==> config.mk <==
export PLATFORM = sky130hd
export DESIGN_NAME = rr_grant_ctrl
export DESIGN_NICKNAME = d
export VERILOG_FILES = /design/src/rtl/rr_grant_pkg.sv /design/src/rtl/rr_pick.sv /design/src/rtl/rr_grant_ctrl.sv
export SDC_FILE = /design/constraint.sdc
export NUM_CORES = 1
export LEC_CHECK = 0
export BUFFER_PORTS_ARGS = -buffer_cell sky130_fd_sc_hd__buf_2
export CORE_MARGIN = 8
export CORE_UTILIZATION = 45
export CTS_CLUSTER_SIZE = 12
export DETAILED_ROUTE_END_ITERATION = 7
export GPL_TIMING_DRIVEN = 0
export HOLD_SLACK_MARGIN = 0.02
export PLACE_DENSITY = 0.62
export REMOVE_ABC_BUFFERS = 1
export SLEW_MARGIN = 20
export SYNTH_ARGS = -nofsm -noshare
export SYNTH_HDL_FRONTEND = slang
export SYNTH_HIERARCHICAL = 1
export SYNTH_SLANG_ARGS = --single-unit
==> constraint.sdc <==
create_clock -name clk -period 2.4 [get_ports clk]
set_clock_uncertainty 0.05 [all_clocks]
set_input_delay 0.12 -clock clk [delete_from_list [all_inputs] [get_ports clk]]
set_output_delay 0.12 -clock clk [all_outputs]
set_load 0.03 [all_outputs]
==> src/rtl/rr_grant_pkg.sv <==
// Shared types and helpers for the round-robin grant controller and its picker.
package rr_grant_pkg;

    typedef enum logic [1:0] {
        IDLE = 2'd0,
        OWN  = 2'd1,
        GAP  = 2'd2
    } state_t;

    localparam int CNT_W = 8;

    // Index width that never collapses to zero for a single-entry range.
    function automatic int clog2_min1(input int n);
        return (n <= 32'sd2) ? 32'sd1 : $clog2(n);
    endfunction

endpackage

==> src/rtl/rr_pick.sv <==
// Combinational rotate-priority picker: first set request scanning upward from ptr with wrap.
module rr_pick #(
    parameter int N = 2,
    parameter int W = 1
) (
    input  logic [N-1:0] req,
    input  logic [W-1:0] ptr,
    output logic [W-1:0] winner,
    output logic         valid
);

    logic [2*N-1:0] dbl_s;
    logic [N-1:0]   rot_s;

    // Rotate so that bit 0 of rot_s is the request at ptr.
    always_comb begin
        dbl_s = {req, req} >> ptr;
        rot_s = dbl_s[N-1:0];
    end

    // Scan the rotated vector and map the first hit back to an absolute index.
    always_comb begin
        logic [W:0] sum_v;
        winner = '0;
        valid  = 1'b0;
        sum_v  = '0;
        for (int i = 0; i < N; i++) begin
            sum_v  = {1'b0, ptr} + (W+1)'(i);
            sum_v  = (sum_v >= (W+1)'(N)) ? (sum_v - (W+1)'(N)) : sum_v;
            winner = (rot_s[i] && !valid) ? sum_v[W-1:0] : winner;
            valid  = valid | rot_s[i];
        end
    end

endmodule

==> src/rtl/rr_grant_ctrl.sv <==
// Round-robin ownership controller: registered one-hot grant held for a multi-beat
// transfer, released on last, beat cap, stall watchdog or request abort.
module rr_grant_ctrl
    import rr_grant_pkg::*;
#(
    parameter int N           = 2,
    parameter int MAX_BEATS   = 8,
    parameter int STALL_LIMIT = 16
) (
    input  logic                     clk,
    input  logic                     rst,
    input  logic [N-1:0]             req,
    input  logic [N-1:0]             last,
    input  logic                     beat,
    output logic [N-1:0]             grant,
    output logic                     busy,
    output logic [clog2_min1(N)-1:0] owner_id,
    output logic                     stall_err,
    output logic                     cut_evt
);

    localparam int W = clog2_min1(N);
    localparam logic [CNT_W-1:0] BEAT_END  = CNT_W'(MAX_BEATS - 1);
    localparam logic [CNT_W-1:0] STALL_END = CNT_W'(STALL_LIMIT - 1);
    localparam logic [CNT_W-1:0] CNT_ONE   = CNT_W'(1);

    state_t           state_r, state_s;
    logic [W-1:0]     ptr_r, ptr_s;
    logic [CNT_W-1:0] beat_cnt_r, beat_cnt_s;
    logic [CNT_W-1:0] stall_cnt_r, stall_cnt_s;
    logic [N-1:0]     grant_r, grant_s;
    logic [W-1:0]     owner_r, owner_s;
    logic             busy_r, busy_s;
    logic             stall_err_r, stall_err_s;
    logic             cut_evt_r, cut_evt_s;
    logic             leave_s;
    logic [W-1:0]     pick_winner_s;
    logic             pick_valid_s;

    rr_pick #(.N(N), .W(W)) u_pick (
        .req    (req),
        .ptr    (ptr_r),
        .winner (pick_winner_s),
        .valid  (pick_valid_s)
    );

    // Next-state, counter and output decode; exit conditions in OWN are prioritised.
    always_comb begin
        state_s     = state_r;
        ptr_s       = ptr_r;
        beat_cnt_s  = beat_cnt_r;
        stall_cnt_s = stall_cnt_r;
        grant_s     = grant_r;
        owner_s     = owner_r;
        stall_err_s = 1'b0;
        cut_evt_s   = 1'b0;
        leave_s     = 1'b0;
        case (state_r)
            IDLE: begin
                beat_cnt_s  = '0;
                stall_cnt_s = '0;
                if (pick_valid_s) begin
                    state_s = OWN;
                    grant_s = {{(N-1){1'b0}}, 1'b1} << pick_winner_s;
                    owner_s = pick_winner_s;
                end else begin
                    state_s = IDLE;
                    grant_s = '0;
                end
            end
            OWN: begin
                if (!req[owner_r]) begin
                    leave_s = 1'b1;
                end else if (beat && last[owner_r]) begin
                    leave_s = 1'b1;
                end else if (beat && (beat_cnt_r == BEAT_END)) begin
                    leave_s   = 1'b1;
                    cut_evt_s = 1'b1;
                end else if (!beat && (stall_cnt_r == STALL_END)) begin
                    leave_s     = 1'b1;
                    stall_err_s = 1'b1;
                end else if (beat) begin
                    beat_cnt_s  = beat_cnt_r + CNT_ONE;
                    stall_cnt_s = '0;
                end else begin
                    stall_cnt_s = stall_cnt_r + CNT_ONE;
                end
                // The departing owner becomes lowest priority for the next pick.
                if (leave_s) begin
                    state_s = GAP;
                    grant_s = '0;
                    ptr_s   = (owner_r == W'(N - 1)) ? '0 : (owner_r + W'(1'b1));
                end else begin
                    state_s = OWN;
                end
            end
            GAP: begin
                state_s     = IDLE;
                grant_s     = '0;
                beat_cnt_s  = '0;
                stall_cnt_s = '0;
            end
            default: begin
                state_s     = IDLE;
                grant_s     = '0;
                beat_cnt_s  = '0;
                stall_cnt_s = '0;
            end
        endcase
        busy_s = (state_s == OWN);
    end

    // State, pointer, counters and registered outputs with synchronous reset.
    always_ff @(posedge clk) begin
        if (rst) begin
            state_r     <= IDLE;
            ptr_r       <= '0;
            beat_cnt_r  <= '0;
            stall_cnt_r <= '0;
            grant_r     <= '0;
            owner_r     <= '0;
            busy_r      <= 1'b0;
            stall_err_r <= 1'b0;
            cut_evt_r   <= 1'b0;
        end else begin
            state_r     <= state_s;
            ptr_r       <= ptr_s;
            beat_cnt_r  <= beat_cnt_s;
            stall_cnt_r <= stall_cnt_s;
            grant_r     <= grant_s;
            owner_r     <= owner_s;
            busy_r      <= busy_s;
            stall_err_r <= stall_err_s;
            cut_evt_r   <= cut_evt_s;
        end
    end

    assign grant     = grant_r;
    assign busy      = busy_r;
    assign owner_id  = owner_r;
    assign stall_err = stall_err_r;
    assign cut_evt   = cut_evt_r;

endmodule

== Yosys cells after proc, flatten, opt, wreduce, memory -nomap -nowiden ==
Cells that the tools add are included.

* Register bits after elaboration: 25
* Output and inout port bits: 6
* Word-level logic and storage cells: 67
* Input bits: 7

* Reductions and logical operators: 14
* Multiplexer cells: 22
* Order comparisons: 3
* Shift-type cells: 2
* Add/subtract/negate cells: 6
* Bitwise operators: 6
* Eq/ne operators: 5

{| class="wikitable"
|+ Operator list
! cell !! count
|-
| $add 8x1->8 const B || 2
|-
| $mux 1 || 16
|-
| $eq 8x3->1 const B || 1
|-
| $eq 8x4->1 const B || 1
|-
| $mux 8 || 1
|-
| $pmux 2 s2 || 2
|-
| $mux 2 || 3
|-
| $not 1->1 || 5
|-
| $reduce_and 5->1 || 1
|-
| $reduce_or 5->1 || 1
|-
| $eq 2x1->1 const B || 2
|-
| $logic_and 1x1->1 || 4
|-
| $reduce_and 2->1 || 2
|-
| $reduce_and 4->1 || 1
|-
| $reduce_or 4->1 || 1
|-
| $shr 4x1->2 || 1
|-
| $add 1x1->2 const B || 1
|-
| $ge 1x2->1 const B || 1
|-
| $ge 2x2->1 const B || 1
|-
| $logic_not 1->1 || 2
|-
| $logic_not 2->1 || 1
|-
| $lt 1x2->1 const B || 1
|-
| $ne 2x2->1 const B || 1
|-
| $reduce_or 2->1 || 1
|-
| 4 further kinds || 5
|}

== Depth between registers and ports, before layout ==
* Depth in word-level cells: 10
* Gate-level depth with buffers: 8
* Mapped depth without buffers: 6

== Modules after synthesis ==
Netlist, hierarchy kept.

{| class="wikitable"
|+ By module, submodules not included
! module !! seq. area each (um2) !! area an instance (um2) !! times used !! cells an instance
|-
| rr_grant_ctrl || 500.5 || 1149.9 || 1 || 136
|-
| rr_pick || 0.0 || 17.5 || 1 || 3
|}

== Worst setup path before layout ==
OpenSTA, ideal clock, no wires.

* Path type: reg-to-reg
* Start point: register beat_cnt_r[3]
* End point: register ptr_r
* Data required time: 2.230 ns
* Arrival time: 1.917 ns
* Setup slack: 0.313 ns
* Path buffers: 2
* Clock period less this slack: 2.087 ns
* Cell stages (with the launch flop): 8
* Library setup time: 0.120 ns
* Cells stage by stage: dfxtp_1 or4_1 or4_1 buf_6 and3_4 buf_6 a32oi_1 a21oi_1

* Word-level cells in the longest chain between the ends: 7

{| class="wikitable"
|+ RTL lines
! item !! RTL line !! RTL
|-
| start, declared || rr_grant_ctrl.sv:29 || <nowiki>logic [CNT_W-1:0] beat_cnt_r, beat_cnt_s;</nowiki>
|-
| start signal, assigned || rr_grant_ctrl.sv:128 || <nowiki>beat_cnt_r <= beat_cnt_s;</nowiki>
|-
| $eq 8x3->1 || rr_grant_ctrl.sv:76 || <nowiki>end else if (beat && (beat_cnt_r == BEAT_END)) begin</nowiki>
|-
| $logic_and 1x1->1 || rr_grant_ctrl.sv:76 ||
|-
| $mux 1 || rr_grant_ctrl.sv:76 ||
|-
| $mux 1 || rr_grant_ctrl.sv:74 || <nowiki>end else if (beat && last[owner_r]) begin</nowiki>
|-
| $mux 1 || rr_grant_ctrl.sv:72 || <nowiki>if (!req[owner_r]) begin</nowiki>
|-
| $mux 1 || rr_grant_ctrl.sv:58 || <nowiki>case (state_r)</nowiki>
|-
| $reduce_and 2->1 (no line) || -- ||
|-
| end signal, assigned || rr_grant_ctrl.sv:127 || <nowiki>ptr_r <= ptr_s;</nowiki>
|-
| end, declared || rr_grant_ctrl.sv:28 || <nowiki>logic [W-1:0] ptr_r, ptr_s;</nowiki>
|}

Every way passes these cells. The select of a mux whose other input is x is not followed.
A chain may end at the register's enable or synchronous reset.

== Worst setup path after layout ==
* Start point: register beat_cnt_r[3]
* End point: register stall_cnt_r[3]

* Word-level cells in the longest chain between the ends: 4

{| class="wikitable"
|+ RTL lines
! item !! RTL line !! RTL
|-
| $eq 8x3->1 || rr_grant_ctrl.sv:76 ||
|-
| $logic_and 1x1->1 || rr_grant_ctrl.sv:76 ||
|-
| $not 1->1 (no line) || -- ||
|-
| $reduce_and 4->1 (no line) || -- ||
|-
| end signal, assigned || rr_grant_ctrl.sv:129 || <nowiki>stall_cnt_r <= stall_cnt_s;</nowiki>
|-
| end, declared || rr_grant_ctrl.sv:30 || <nowiki>logic [CNT_W-1:0] stall_cnt_r, stall_cnt_s;</nowiki>
|}

Every way passes these cells.

==> impl_metrics.toml <==
[clocking]
clk_latency_ns = 0.31
cts_sinks = 25
clk_pin_slew_ns = 0.13
cts.root.buffer_cell = "sky130_fd_sc_hd__clkbuf_4"
cts_buffers = 3
ctsResizeCount = 0
cts_buffer_depth = 2
tritoncts_clock_tree = "built"
htreeDepth = 1
post-cts-setup-buffer-count = 0

[sta]
fmaxAchievable_mhz = 442
tightestPinTransition_ns = 0.489
post-route-worst-setup-slack_ns = 0.136
finalSetupTns_ns = 0
slew_headroom_pct = 67.3
finalMaxSlewViolations = 0
timing.final.crit_share_pct = 94.3
grt_setup_unrepaired = "false"
fin_crit_ns = 2.26
hold_viol_final = 0
final.hold.worst_slack_ns = 0.167
final-setup-viol-count = 0

[global_routing]
grt_max_degree = 14
first_global_vias = 896
globalRouteTotalUtil_pct = 11.1
antenna_found_initial = 0
globalRouteOverflowTotal = 0
wire_length_of_the_first_global_routing_pass_mm = 3.88

[pwr]
p_int_mw = 0.522
p_sw_share_pct = 26.5
report.power.total_mw = 0.710
combinational_fraction_of_design_power_pct = 12.9
power.ir.vdd_worst_mv = 0.307
share_seq_of_total_power_pct = 61.0
power.density_cell_area_nw_per_um2 = 563
switchingPower_mw = 0.188
power.leakage_nw = 0.467
power_frac_clock_pct = 26.1

[route]
remaining_drc_errors = 0
vias_per_cell = 5.54
drt_first_pass_iters = 4
drtIter0Drc = 28
wire_per_inst_um = 13.2
totalWireLength_mm = 2.37
postRouteAntennaNets = 0
vias = 997

[placement]
gp_congestion = 0.841
portBuffers = 12
hpwl_mm = 1.76
postPlaceCellArea_um2 = 1220
post-place-cells = 175
place_worst_setup_slack_ns = 0.173

[die]
pin_count = 13
chip_width_um = 66.9
starting_density_of_the_core_pct = 47.1
core_um2 = 2480
std_cell_rows = 18
die_area_um2 = 4480
chipHeight_um = 66.9

[worst_setup_path]
setup.worst_path.end = "stall_cnt_r[3]$_SDFFE_PP0P_"
reg2regPathDepth = 5
critPathRequiredTime_ns = 2.60
crit_path_max_fanout = 9
setup.worst_path.end_class = "flip-flop"
r2r_setup_slack_ns = 0.14
timing.critical_path.arrival_ns = 2.46
crit_type = "reg2reg"
timing.critical_path.from_type = "flip-flop"
worst_setup_path_startpoint = "beat_cnt_r[3]$_SDFFE_PP0P_"
reg2reg_to = "stall_cnt_r[3]$_SDFFE_PP0P_"
rr_startpoint = "beat_cnt_r[3]$_SDFFE_PP0P_"

[cells_and_area]
multi_input_area_um2 = 607
design_area_um2 = 1260
most_frequent_cells_in_the_layout = "25 x sky130_fd_sc_hd__dfxtp_1, 15 x sky130_fd_sc_hd__nor2_1, 15 x sky130_fd_sc_hd__a21oi_1"
finish.utilization_pct = 50.9
most_common_library_cell_in_the_layout_ignoring_fill_and_taps = "sky130_fd_sc_hd__dfxtp_1"
ff_latch_area_um2 = 500
total_inserted_antenna_cells = 0
layout-drive-gt1-share_pct = 12.7
layout.filler_cells = 242
nets = 160
area_delta_synth_final_pct = 7.93
layoutNonFillerInstCount = 180

[yosys]
yosysWarnings = 6
synthDistinctLibCells = 31
avgSynthCellArea_um2 = 8.40
synth-seq-cells = 25
synth.cell_area_um2 = 1170
netlist.area_leader.share_pct = 42.9
yosys.area.top_type = "sky130_fd_sc_hd__dfxtp_1"
ys_seq_area_share_pct = 42.9
synthCells = 139
synth_top_cells_by_area = "sky130_fd_sc_hd__dfxtp_1 43%, sky130_fd_sc_hd__a21oi_1 6.4%, sky130_fd_sc_hd__nor2_1 4.8%, sky130_fd_sc_hd__nand2_1 4.5%, sky130_fd_sc_hd__nand4_1 3.8%"

[worst_hold_path]
hold_path_class = "in2reg"
worstHoldPathCells = 3

[outcome]
status = "complete, no violations"

[flow_run]
max_cap_viol = 0
## final cells by class
type	count	share of cell area [%]
multi-input cells	103	48.2
inverters	5	1.49
well taps	30	2.98
clock buffers	4	2.09
repair buffers	13	5.56
flip-flops and latches	25	39.7
## cells by family after synthesis
kind of cell / after synthesis / share of synthesized area (%)
AO/OA/AOI/OAI: 28 / 14.1
XOR/XNOR: 5 / 3.75
adder cells (fa/ha/maj): 2 / 2.14
buffers and inverters: 11 / 5.14
flip-flops: 25 / 42.9
multiplexers: 2 / 1.71
AND/OR/NAND/NOR: 66 / 30.2
## metal layers
metal / track usage [%] / up-vias / routed length, um
met5: 0 / - / 0
met4: 5.48 / 0 / 30
met3: 2.01 / 4 / 52
met2: 18.3 / 7 / 1140
met1: 13.4 / 465 / 1150
li1: - / 521 / -
## state kept, by name, indices dropped and copies added, names as in the netlist
register,cells
owner_id,1
stall_cnt_r,8
state_r,2
grant,2
beat_cnt_r,8
busy,1
stall_err,1
ptr_r,1
cut_evt,1
## critical path: stages, from the launching register on
cell and delay, ns:
sky130_fd_sc_hd__dfxtp_1 0.39, sky130_fd_sc_hd__or4_1 0.50, sky130_fd_sc_hd__or4_1 0.67, sky130_fd_sc_hd__nand3_2 0.24, sky130_fd_sc_hd__nand2_1 0.19, sky130_fd_sc_hd__a21oi_1 0.16
## worst min-delay path by stage
stage           start  slack, ns                     endpoint
3_5_place_dp      rst       0.35        state_r[0]$_SDFF_PP0_
2_1_floorplan     rst       0.14              busy$_SDFF_PP0_
6_report         beat       0.17  stall_cnt_r[0]$_SDFFE_PP0P_
5_1_grt        req[0]       0.18           ptr_r$_SDFFE_PP0P_
3_3_place_gp      rst       0.34        owner_id$_SDFFE_PP0P_
4_1_cts          beat       0.15  stall_cnt_r[0]$_SDFFE_PP0P_
## synthesized netlist by cell type
master                     count
sky130_fd_sc_hd__xor2_1        5
sky130_fd_sc_hd__nand2_1      14
sky130_fd_sc_hd__and3_4        1
sky130_fd_sc_hd__clkbuf_1      3
sky130_fd_sc_hd__o21ai_0       4
sky130_fd_sc_hd__or4_1         5
sky130_fd_sc_hd__mux2i_1       2
sky130_fd_sc_hd__or3_1         6
sky130_fd_sc_hd__inv_1         5
sky130_fd_sc_hd__a32oi_1       1
sky130_fd_sc_hd__and3_1        1
sky130_fd_sc_hd__nand2b_1      1
sky130_fd_sc_hd__or2_1         1
sky130_fd_sc_hd__buf_4         1
sky130_fd_sc_hd__nor4b_1       1
sky130_fd_sc_hd__o31ai_1       2
sky130_fd_sc_hd__nand3_2       2
sky130_fd_sc_hd__nand4_1       7
sky130_fd_sc_hd__and3_2        1
sky130_fd_sc_hd__nand3_1       8
sky130_fd_sc_hd__nor2_1       15
sky130_fd_sc_hd__a31oi_1       1
sky130_fd_sc_hd__dfxtp_1      25
sky130_fd_sc_hd__a32o_1        2
sky130_fd_sc_hd__buf_6         2
sky130_fd_sc_hd__a21boi_0      1
sky130_fd_sc_hd__ha_1          2
sky130_fd_sc_hd__o21ai_1       1
sky130_fd_sc_hd__a21oi_1      15
sky130_fd_sc_hd__o211ai_1      1
sky130_fd_sc_hd__nor2b_1       3
## power by group through the flow
stage	Clock, mW	Combinational (mW)	Sequential, mW
floorplan	0	0.0502	0.453
global placement	0	0.0887	0.443
detailed placement	0	0.0899	0.443
CTS	0.194	0.0914	0.434
global route	0.208	0.0998	0.435
finish	0.185	0.0914	0.433
## repair_timing
action | in CTS | in global routing
hold buffers | 1 | 0
endpoints found under the setup margin | 0 | 0
hold endpoints to repair | 6 | 0
No activity file was read; power rests on OpenSTA's default activity.
